--- config.mk ---
export PLATFORM = sky130hd
export DESIGN_NAME = dnd_dice_roller
export DESIGN_NICKNAME = d
export VERILOG_FILES = /design/src/rtl/dnd_dice_pkg.sv /design/src/rtl/dice_range_map.sv /design/src/rtl/dnd_dice_roller.sv
export SDC_FILE = /design/constraint.sdc
export NUM_CORES = 1
export LEC_CHECK = 0
export ABC_AREA = 1
export BUFFER_PORTS_ARGS = -buffer_cell sky130_fd_sc_hd__buf_2
export CORE_MARGIN = 4
export CORE_UTILIZATION = 45
export CTS_BUF_LIST = sky130_fd_sc_hd__clkbuf_4 sky130_fd_sc_hd__clkbuf_8
export DETAILED_ROUTE_END_ITERATION = 7
export PLACE_DENSITY = 0.75
export SLEW_MARGIN = 20
export SYNTH_ARGS = -nofsm -noshare
export SYNTH_HDL_FRONTEND = slang
export SYNTH_SLANG_ARGS = --single-unit
--- constraint.sdc ---
create_clock -name clk -period 8.93 [get_ports clk]
set_input_delay 0 -clock clk [delete_from_list [all_inputs] [get_ports clk]]
set_output_delay 0 -clock clk [all_outputs]
set_load 0.05 [all_outputs]
--- src/rtl/dnd_dice_pkg.sv ---
// Shared encodings for the dice roller: die selection codes, per-die side counts and
// rejection limits, and the roll FSM state encoding.
package dnd_dice_pkg;

    localparam logic [2:0] DIE_D4   = 3'd0;
    localparam logic [2:0] DIE_D6   = 3'd1;
    localparam logic [2:0] DIE_D8   = 3'd2;
    localparam logic [2:0] DIE_D10  = 3'd3;
    localparam logic [2:0] DIE_D12  = 3'd4;
    localparam logic [2:0] DIE_D20  = 3'd5;
    localparam logic [2:0] DIE_D100 = 3'd6;
    localparam logic [2:0] DIE_D2   = 3'd7;

    // Indexed by die_sel
    localparam logic [6:0] SIDES [8] = '{7'd4, 7'd6, 7'd8, 7'd10, 7'd12, 7'd20, 7'd100, 7'd2};

    // Largest multiple of SIDES that fits in 0..256; 9 bits so 256 means "never reject"
    localparam logic [8:0] LIMIT [8] = '{9'd256, 9'd252, 9'd256, 9'd250,
                                         9'd252, 9'd240, 9'd200, 9'd256};

    typedef enum logic [2:0] {
        ST_IDLE,
        ST_GATHER_HI,
        ST_GATHER_LO,
        ST_CHECK,
        ST_DONE
    } state_t;

endpackage

--- src/rtl/dice_range_map.sv ---
// Maps an 8-bit raw draw onto a die face and decides whether the draw is unbiased
// enough to accept (or must be accepted anyway on the last try).
module dice_range_map
    import dnd_dice_pkg::*;
(
    input  logic [7:0] raw,
    input  logic [2:0] die_sel,
    input  logic       last_try,
    output logic       accept,
    output logic       biased,
    output logic [6:0] face
);

    logic       in_range;
    logic [6:0] rem;

    assign in_range = ({1'b0, raw} < LIMIT[die_sel]);
    assign accept   = in_range | last_try;
    // Only an out-of-range draw taken on the last try skews the distribution
    assign biased   = ~in_range & last_try;

    always_comb begin
        rem = '0;
        case (die_sel)
            DIE_D4:   rem = 7'(raw % 8'(SIDES[DIE_D4]));
            DIE_D6:   rem = 7'(raw % 8'(SIDES[DIE_D6]));
            DIE_D8:   rem = 7'(raw % 8'(SIDES[DIE_D8]));
            DIE_D10:  rem = 7'(raw % 8'(SIDES[DIE_D10]));
            DIE_D12:  rem = 7'(raw % 8'(SIDES[DIE_D12]));
            DIE_D20:  rem = 7'(raw % 8'(SIDES[DIE_D20]));
            DIE_D100: rem = 7'(raw % 8'(SIDES[DIE_D100]));
            default:  rem = 7'(raw % 8'(SIDES[DIE_D2]));
        endcase
    end

    assign face = rem + 7'd1;

endmodule

--- src/rtl/dnd_dice_roller.sv ---
// Dice roller: builds 8-bit draws from the LFSR nibble stream, rejection-samples them
// into fair faces and sums up to MAX_DICE dice per request.
module dnd_dice_roller
    import dnd_dice_pkg::*;
#(
    parameter int MAX_DICE  = 4,
    parameter int MAX_TRIES = 4,
    parameter int SUM_W     = 9
) (
    input  logic             clk,
    input  logic             reset,
    input  logic [3:0]       rnd_in,
    input  logic             rnd_valid,
    input  logic             roll_req,
    input  logic [2:0]       die_sel,
    input  logic [2:0]       num_dice,
    output logic             busy,
    output logic             result_valid,
    output logic [SUM_W-1:0] result_sum,
    output logic [6:0]       last_face,
    output logic             forced
);

    localparam int CNT_W = $clog2(MAX_DICE + 1);
    localparam int TRY_W = (MAX_TRIES > 1) ? $clog2(MAX_TRIES) : 1;

    state_t           state;
    logic [2:0]       sel;
    logic [CNT_W-1:0] count;
    logic [CNT_W-1:0] dice;
    logic [CNT_W-1:0] count_in;
    logic [TRY_W-1:0] tries;
    logic [7:0]       raw;

    logic             last_try;
    logic             accept;
    logic             biased;
    logic [6:0]       face;

    assign last_try = (tries == TRY_W'(MAX_TRIES - 1));

    // Zero dice still rolls one; oversize requests saturate at MAX_DICE
    always_comb begin
        count_in = CNT_W'(num_dice);
        if (num_dice == 3'd0)
            count_in = CNT_W'(1);
        else if (int'(num_dice) > MAX_DICE)
            count_in = CNT_W'(MAX_DICE);
    end

    dice_range_map u_map (
        .raw      (raw),
        .die_sel  (sel),
        .last_try (last_try),
        .accept   (accept),
        .biased   (biased),
        .face     (face)
    );

    always_ff @(posedge clk or posedge reset) begin
        if (reset) begin
            state        <= ST_IDLE;
            sel          <= '0;
            count        <= '0;
            dice         <= '0;
            tries        <= '0;
            raw          <= '0;
            busy         <= 1'b0;
            result_valid <= 1'b0;
            result_sum   <= '0;
            last_face    <= '0;
            forced       <= 1'b0;
        end else begin
            result_valid <= 1'b0;
            case (state)
                ST_IDLE: begin
                    if (roll_req) begin
                        sel        <= die_sel;
                        count      <= count_in;
                        dice       <= '0;
                        tries      <= '0;
                        result_sum <= '0;
                        forced     <= 1'b0;
                        busy       <= 1'b1;
                        state      <= ST_GATHER_HI;
                    end
                end
                ST_GATHER_HI: begin
                    if (rnd_valid) begin
                        raw[7:4] <= rnd_in;
                        state    <= ST_GATHER_LO;
                    end
                end
                ST_GATHER_LO: begin
                    if (rnd_valid) begin
                        raw[3:0] <= rnd_in;
                        state    <= ST_CHECK;
                    end
                end
                ST_CHECK: begin
                    if (accept) begin
                        result_sum <= result_sum + SUM_W'(face);
                        last_face  <= face;
                        dice       <= dice + CNT_W'(1);
                        tries      <= '0;
                        forced     <= forced | biased;
                        if (dice + CNT_W'(1) == count) begin
                            result_valid <= 1'b1;
                            state        <= ST_DONE;
                        end else begin
                            state <= ST_GATHER_HI;
                        end
                    end else begin
                        tries <= tries + TRY_W'(1);
                        state <= ST_GATHER_HI;
                    end
                end
                ST_DONE: begin
                    busy  <= 1'b0;
                    state <= ST_IDLE;
                end
                default: begin
                    busy  <= 1'b0;
                    state <= ST_IDLE;
                end
            endcase
        end
    end

endmodule
==> run metrics, run 1 <==
status=complete, but fails checks; failing checks=negative setup slack; Skew-Pair Late Insertion Delay=0.29 ns; Crit. End Element=flop; layout cells sized above 1=40.11%; Max-Cap Viols=0; DR vias=4348; Top FF cell, synth=dfrtp_1; TritonCTS Sinks=41; Data arrival, critical path=9.24 ns; most used cell, CP=nand2_2; drt pass-1 iters=4; RSZ-0062 raised after global routing=true; Post-DP HPWL=7907 microns; Syn Area/Cell=6.954 sq um; number of diodes=0; gr usage total=22.76%; final hold vios=0; drt drc=0; Clock Path Buffers=2; GP Congestion=0.8621; Post-Place Setup Slack=-0.4970 ns; critical path peak fanout=6; Final WS setup=-0.1281 ns; WL/cell=14.98 microns; core box area=0.008299 sq mm; initial antenna violation count=0; CTS Buf Count=5; asr flop ratio synth=100.0%; Distinct cells, synth=43; YS warnings=0; Via-to-Cell Ratio=5.348; Final nets=767; setup TNS=-0.2311 ns; Worst-Margin Slew=0.5632 ns; Root Buffer=clkbuf_8; Synth Instances=559; Tcrit/Tclk final=101.4%; post-synthesis sequential area ratio=26.39%; worst stage delay on the critical path=0.44 ns; Site Rows=33; Period minus WS final=9.058 ns; Port Buffer Count=32; Slew Viols, Final=0; Hold Path Class=in -> reg; worst path required time=9.11 ns; H-tree levels=2; largest net degree at the start of global routing=42; Die W=100.9 microns; Post-Syn Area=0.003887 sq mm; flop2flop setup slack=-0.13 ns; Clock Skew=0.01161 ns; total global routing overflow=0; synthesized flop and latch total=41; CTS tree=built; Post-Route WL=12180 microns; number of global-route vias before repair=4350; CP Launch Type=flop; CTS clk-pin slew, worst paths=0.07 ns; Fin Hold WS=0.06126 ns; Slew HR=62.16%; slowest CP cell=dfrtp_1; commonest non-fill, non-tap cell in the layout=nand2_1; Post-Syn Nets=617; Initial Util=46.84%; I/O Pins=33; Iter 0 DRT Violations=197; Antenna Nets Post-Route=0; Vert. Die Dim=100.9 microns; Finish-stage setup viols=3; Die ar.=0.01019 sq mm; most frequent cells in the layout=nand2_1, buf_4, inv_1; Crit Path Class=reg -> reg; Fmax=110.4 MHz; number of synthesized flops with an enable pin=0; global-route wire length before repair=18990 microns; Syn-to-layout area delta=49.15%
state kept, by name, summed over array words and instances, names as in the netlist:
name	count
busy	1
count	3
dice	3
forced	1
last_face	7
raw	8
result_sum	9
result_valid	1
sel	3
state	3
tries	2
layout make-up:
type | count | area [sq um]
sequential | 41 | 1026
fill | 570 | 2501
inverter | 90 | 340.3
clock buffer | 5 | 68.82
multi-input combinational | 417 | 3110
timing repair buffer | 154 | 1116
clock inverter | 1 | 5.005
tap | 105 | 131.4
cells in the mapped netlist, types with 2 or more instances:
master / count / share of area, %
o21ai_0: 27 / 3.5
o21ai_1: 10 / 1.3
buf_2: 2 / 0.26
o31ai_1: 2 / 0.39
nand3_2: 7 / 1.8
nor3_2: 2 / 0.51
nor3_1: 8 / 1.0
nor2_1: 40 / 3.9
o41ai_1: 2 / 0.45
inv_1: 84 / 8.1
o22ai_1: 5 / 0.80
a21o_1: 2 / 0.39
nand3b_1: 5 / 0.97
clkbuf_1: 7 / 0.68
and2_1: 4 / 0.64
nand2_2: 2 / 0.32
nor2_4: 5 / 1.4
ha_1: 43 / 14
a21oi_1: 17 / 2.2
dfrtp_1: 41 / 26
nand4_1: 9 / 1.4
xor2_1: 7 / 1.6
nand3_1: 37 / 4.8
o211ai_1: 3 / 0.58
nor2_2: 2 / 0.32
nand2_1: 152 / 15
or2_2: 3 / 0.48
nand3_4: 3 / 1.4
inv_2: 6 / 0.58
buf_4: 2 / 0.39
xnor2_1: 8 / 1.8
per-stage QoR:
step | area, sq um | utilization [%] | cells
after floorplan | 3909 | - | 559
after global placement | 4765 | 57.41 | 767
after detailed placement | 4765 | 57.41 | 767
after CTS | 5389 | 64.93 | 801
after global routing | 5798 | 69.86 | 813
final | 5798 | 69.86 | 813
logic make-up after synthesis:
family | after synthesis | synth area share, %
mux | 1 | 0.2575
compound gates | 76 | 11.52
fa+ha+maj | 44 | 14.35
simple gates | 281 | 34.08
buf+inv | 101 | 10.01
xor+xnor | 15 | 3.380
flops | 41 | 26.39
final timing paths:
check | end | start | depth (start not counted)
max reg2reg | result_sum[8] | sel[0] | 77
min reg2reg | result_sum[8] | result_sum[8] | 1
max in group asynchronous | count[2] | reset | 4
max | result_sum[8] | sel[0] | 77
min | state[1] | roll_req | 3
min in group asynchronous | dice[0] | reset | 4
layer usage:
layer	track usage, %	routed length (microns)	vias to the layer above
met2	41.97	6395	116
li1	-	-	2125
met5	0	0	-
met4	10.33	494	0
met1	25.73	4923	2060
met3	3.183	366	47
what timing repair did:
| item | 4_1_cts | 5_1_grt |
|---|---|---|
| hold buffers | 13 | 0 |
| hold endpoints to repair | 56 | 0 |
| setup buffers | 15 | 12 |
| pin swaps | 39 | 74 |
| setup endpoints to repair | 6 | 7 |
| gates resized for setup | 59 | 72 |
| gates cloned | 0 | 0 |
critical path: cells and delay by family, from the launching register on:
family / cells / cell delay [ns]
compound gates: 9 / 1.28
xor+xnor: 1 / 0.16
fa+ha+maj: 8 / 1.98
buf+inv: 12 / 0.82
flops: 1 / 0.44
simple gates: 47 / 4.24
Power of run 1 is left out: the tool's default activity adds up to more than one toggle a clock period on the data nets, which glitch-free logic cannot reach.
==> run 2: changes to the inputs <==
--- a/config.mk
+++ b/config.mk
@@ -11,7 +11,7 @@
 export CORE_UTILIZATION = 45
 export CTS_BUF_LIST = sky130_fd_sc_hd__clkbuf_4 sky130_fd_sc_hd__clkbuf_8
 export DETAILED_ROUTE_END_ITERATION = 7
-export PLACE_DENSITY = 0.75
+export PLACE_DENSITY = 0.65
 export SLEW_MARGIN = 20
 export SYNTH_ARGS = -nofsm -noshare
 export SYNTH_HDL_FRONTEND = slang
==> run 2 against run 1 <==
  * The run still ends with negative setup slack left
  * Register-to-register slack barely moved
  * Global-route usage fell by 0.52 points
  * Highest routed layer unchanged
  * First-iteration DRC count shrank 15%
  * Critical endpoint is now result_sum[7]
  * Die area unchanged
  * Wire length increased by 0.77%
  * Flip-flop and latch count is the same
  * Cell area increased by 3.3%
  * Non-clock buffer count increased by 14
  * Via count barely moved
==> run metrics, run 2 (same netlist as run 1, synthesis figures left out) <==
final hold vios=0 (unchanged); TritonCTS Sinks=41 (unchanged); Slew HR=37.05% (-25 points); DR vias=4347 (-0.023%); core box area=0.008299 sq mm (unchanged); max reg flops=9 (unchanged); number of diodes=0 (unchanged); Crit. End Element=flop; Fin Hold WS=0.01293 ns (-0.04832 ns); Worst-Margin Slew=0.9370 ns (+0.3738 ns); CTS tree=built; most frequent cells in the layout=nand2_1, buf_4, inv_1; Clock Skew=0.01030 ns (-0.001311 ns); critical path peak fanout=5 (-1); Slew Viols, Final=0 (unchanged); setup TNS=-0.3537 ns (-0.1226 ns); Vert. Die Dim=100.9 microns (unchanged); worst stage delay on the critical path=0.42 ns (-0.02 ns); Hold Path Class=in -> reg; Clock Path Buffers=2 (unchanged); CP Launch Type=flop; failing checks=negative setup slack; initial antenna violation count=0 (unchanged); WL met1=5084 microns (+3.3%); gr usage total=22.24% (-0.52 points); I/O Pins=33 (unchanged); drt drc=0 (unchanged); Largest regs=result_sum: 9 flops, raw: 8 flops, last_face: 7 flops; Post-DP HPWL=7533 microns (-4.7%); Antenna Nets Post-Route=0 (unchanged); Period minus WS final=9.065 ns (+0.007080 ns); Skew-Pair Late Insertion Delay=0.30 ns (about the same); Max-Cap Viols=0 (unchanged); GP Congestion=0.8574 (-0.55%); Tcrit/Tclk final=101.5% (about the same); RSZ-0062 raised after global routing=true; status=complete, but fails checks; met2 WL=6332 microns (-0.99%); global-route wire length before repair=18590 microns (-2.1%); Final nets=781 (+1.8%); Hold Crit Depth=4 (+1); Iter 0 DRT Violations=167 (-15%); top layer in use=met4; Initial Util=46.84% (unchanged); Syn-to-layout area delta=54.04%; H-tree levels=2 (unchanged); largest net degree at the start of global routing=42 (unchanged); placed insts=754 (-1.7%); Port Buffer Count=32 (unchanged); WL/cell=14.80 microns (-1.2%); routed length on met3=473 microns (+29%); slowest CP cell=dfrtp_1; Data arrival, critical path=9.29 ns (+0.05 ns); Site Rows=33 (unchanged); total global routing overflow=0 (unchanged); non-filler instance count after layout=829 (+2.0%); Finish-stage setup viols=4 (+1); drt pass-1 iters=4 (unchanged); CTS Buf Count=5 (unchanged); Die W=100.9 microns (unchanged); Die ar.=0.01019 sq mm (unchanged); Fmax=110.3 MHz (about the same); worst path required time=9.16 ns (+0.05 ns); number of global-route vias before repair=4245 (-2.4%); Crit Path Class=reg -> reg; Final WS setup=-0.1352 ns (-0.007080 ns); CTS clk-pin slew, worst paths=0.09 ns (+0.02 ns); Via-to-Cell Ratio=5.244 (-2.0%); layout cells sized above 1=42.54% (+2.4 points); commonest non-fill, non-tap cell in the layout=nand2_1; Post-Route WL=12270 microns (+0.77%); Root Buffer=clkbuf_8; R2R depth=73 (-5.2%); Reg with most FFs=result_sum
==> run 2: cell count changes in the layout (fill, tap and decap cells not counted), moves of 2 or more <==
cell and delta:
o21ai_2 +2, nand2_4 +2, ha_4 +3, nand2_2 -4, nand2_1 +2, ha_1 -3
nor2_1 -4, nor2_2 +5, buf_4 +9, buf_6 +5
==> run 2: worst max-delay path: cells and delay by family (launching register included) <==
kind | cells | cell delay [ns]
AND/OR/NAND/NOR | 43 | 3.94
AO/OA/AOI/OAI | 13 | 1.99
adder cells (fa/ha/maj) | 8 | 1.97
buffers and inverters | 9 | 0.67
flip-flops | 1 | 0.42
==> run 2: area by class of cell <==
cell class / count / area (sq um)
clock buffers: 5 / 68.82
clock inverters: 3 / 21.27
fillers: 573 / 2311
inverters: 90 / 342.8
multi-input cells: 417 / 3158
flip-flops and latches: 41 / 1026
well taps: 105 / 131.4
repair buffers: 168 / 1240
==> run 2: timing repair <==
action | in CTS | in global routing
hold buffers | 13 | 0
hold endpoints to repair | 56 | 0
gates resized for setup | 60 | 87
pin swaps | 47 | 72
setup endpoints to repair | 6 | 8
setup buffers | 40 | 22
==> run 2: per-layer routing <==
| layer | vias to the layer above | track usage, % |
|---|---|---|
| met5 | - | 0 |
| met4 | 0 | 6.033 |
| met3 | 37 | 3.737 |
| met2 | 112 | 40.76 |
| met1 | 2043 | 26.68 |
| li1 | 2155 | - |
==> run 2: path summary, 6_finish.rpt <==
kind	start	endpoint	slack (ns)
worst max-delay path	sel[0]	result_sum[7]	-0.14
worst min-delay path	num_dice[2]	count[2]	0.01
worst max register to register	sel[0]	result_sum[7]	-0.14
worst min register to register	result_sum[8]	result_sum[8]	0.47
max in group asynchronous	reset	result_sum[2]	8.20
min in group asynchronous	reset	raw[0]	0.37
==> run 2: per-stage QoR <==
step / cell area, sq um / utilization [%] / worst slack (ns)
after floorplan: 3909 / - / 0.01712
after global placement: 4667 / 56.23 / -0.2953
after detailed placement: 4667 / 56.23 / -0.6652
after CTS: 5503 / 66.30 / 0.008130
after global routing: 5988 / 72.15 / -0.7497
final: 5988 / 72.15 / -0.1352
Power of run 2 is left out for the same reason.
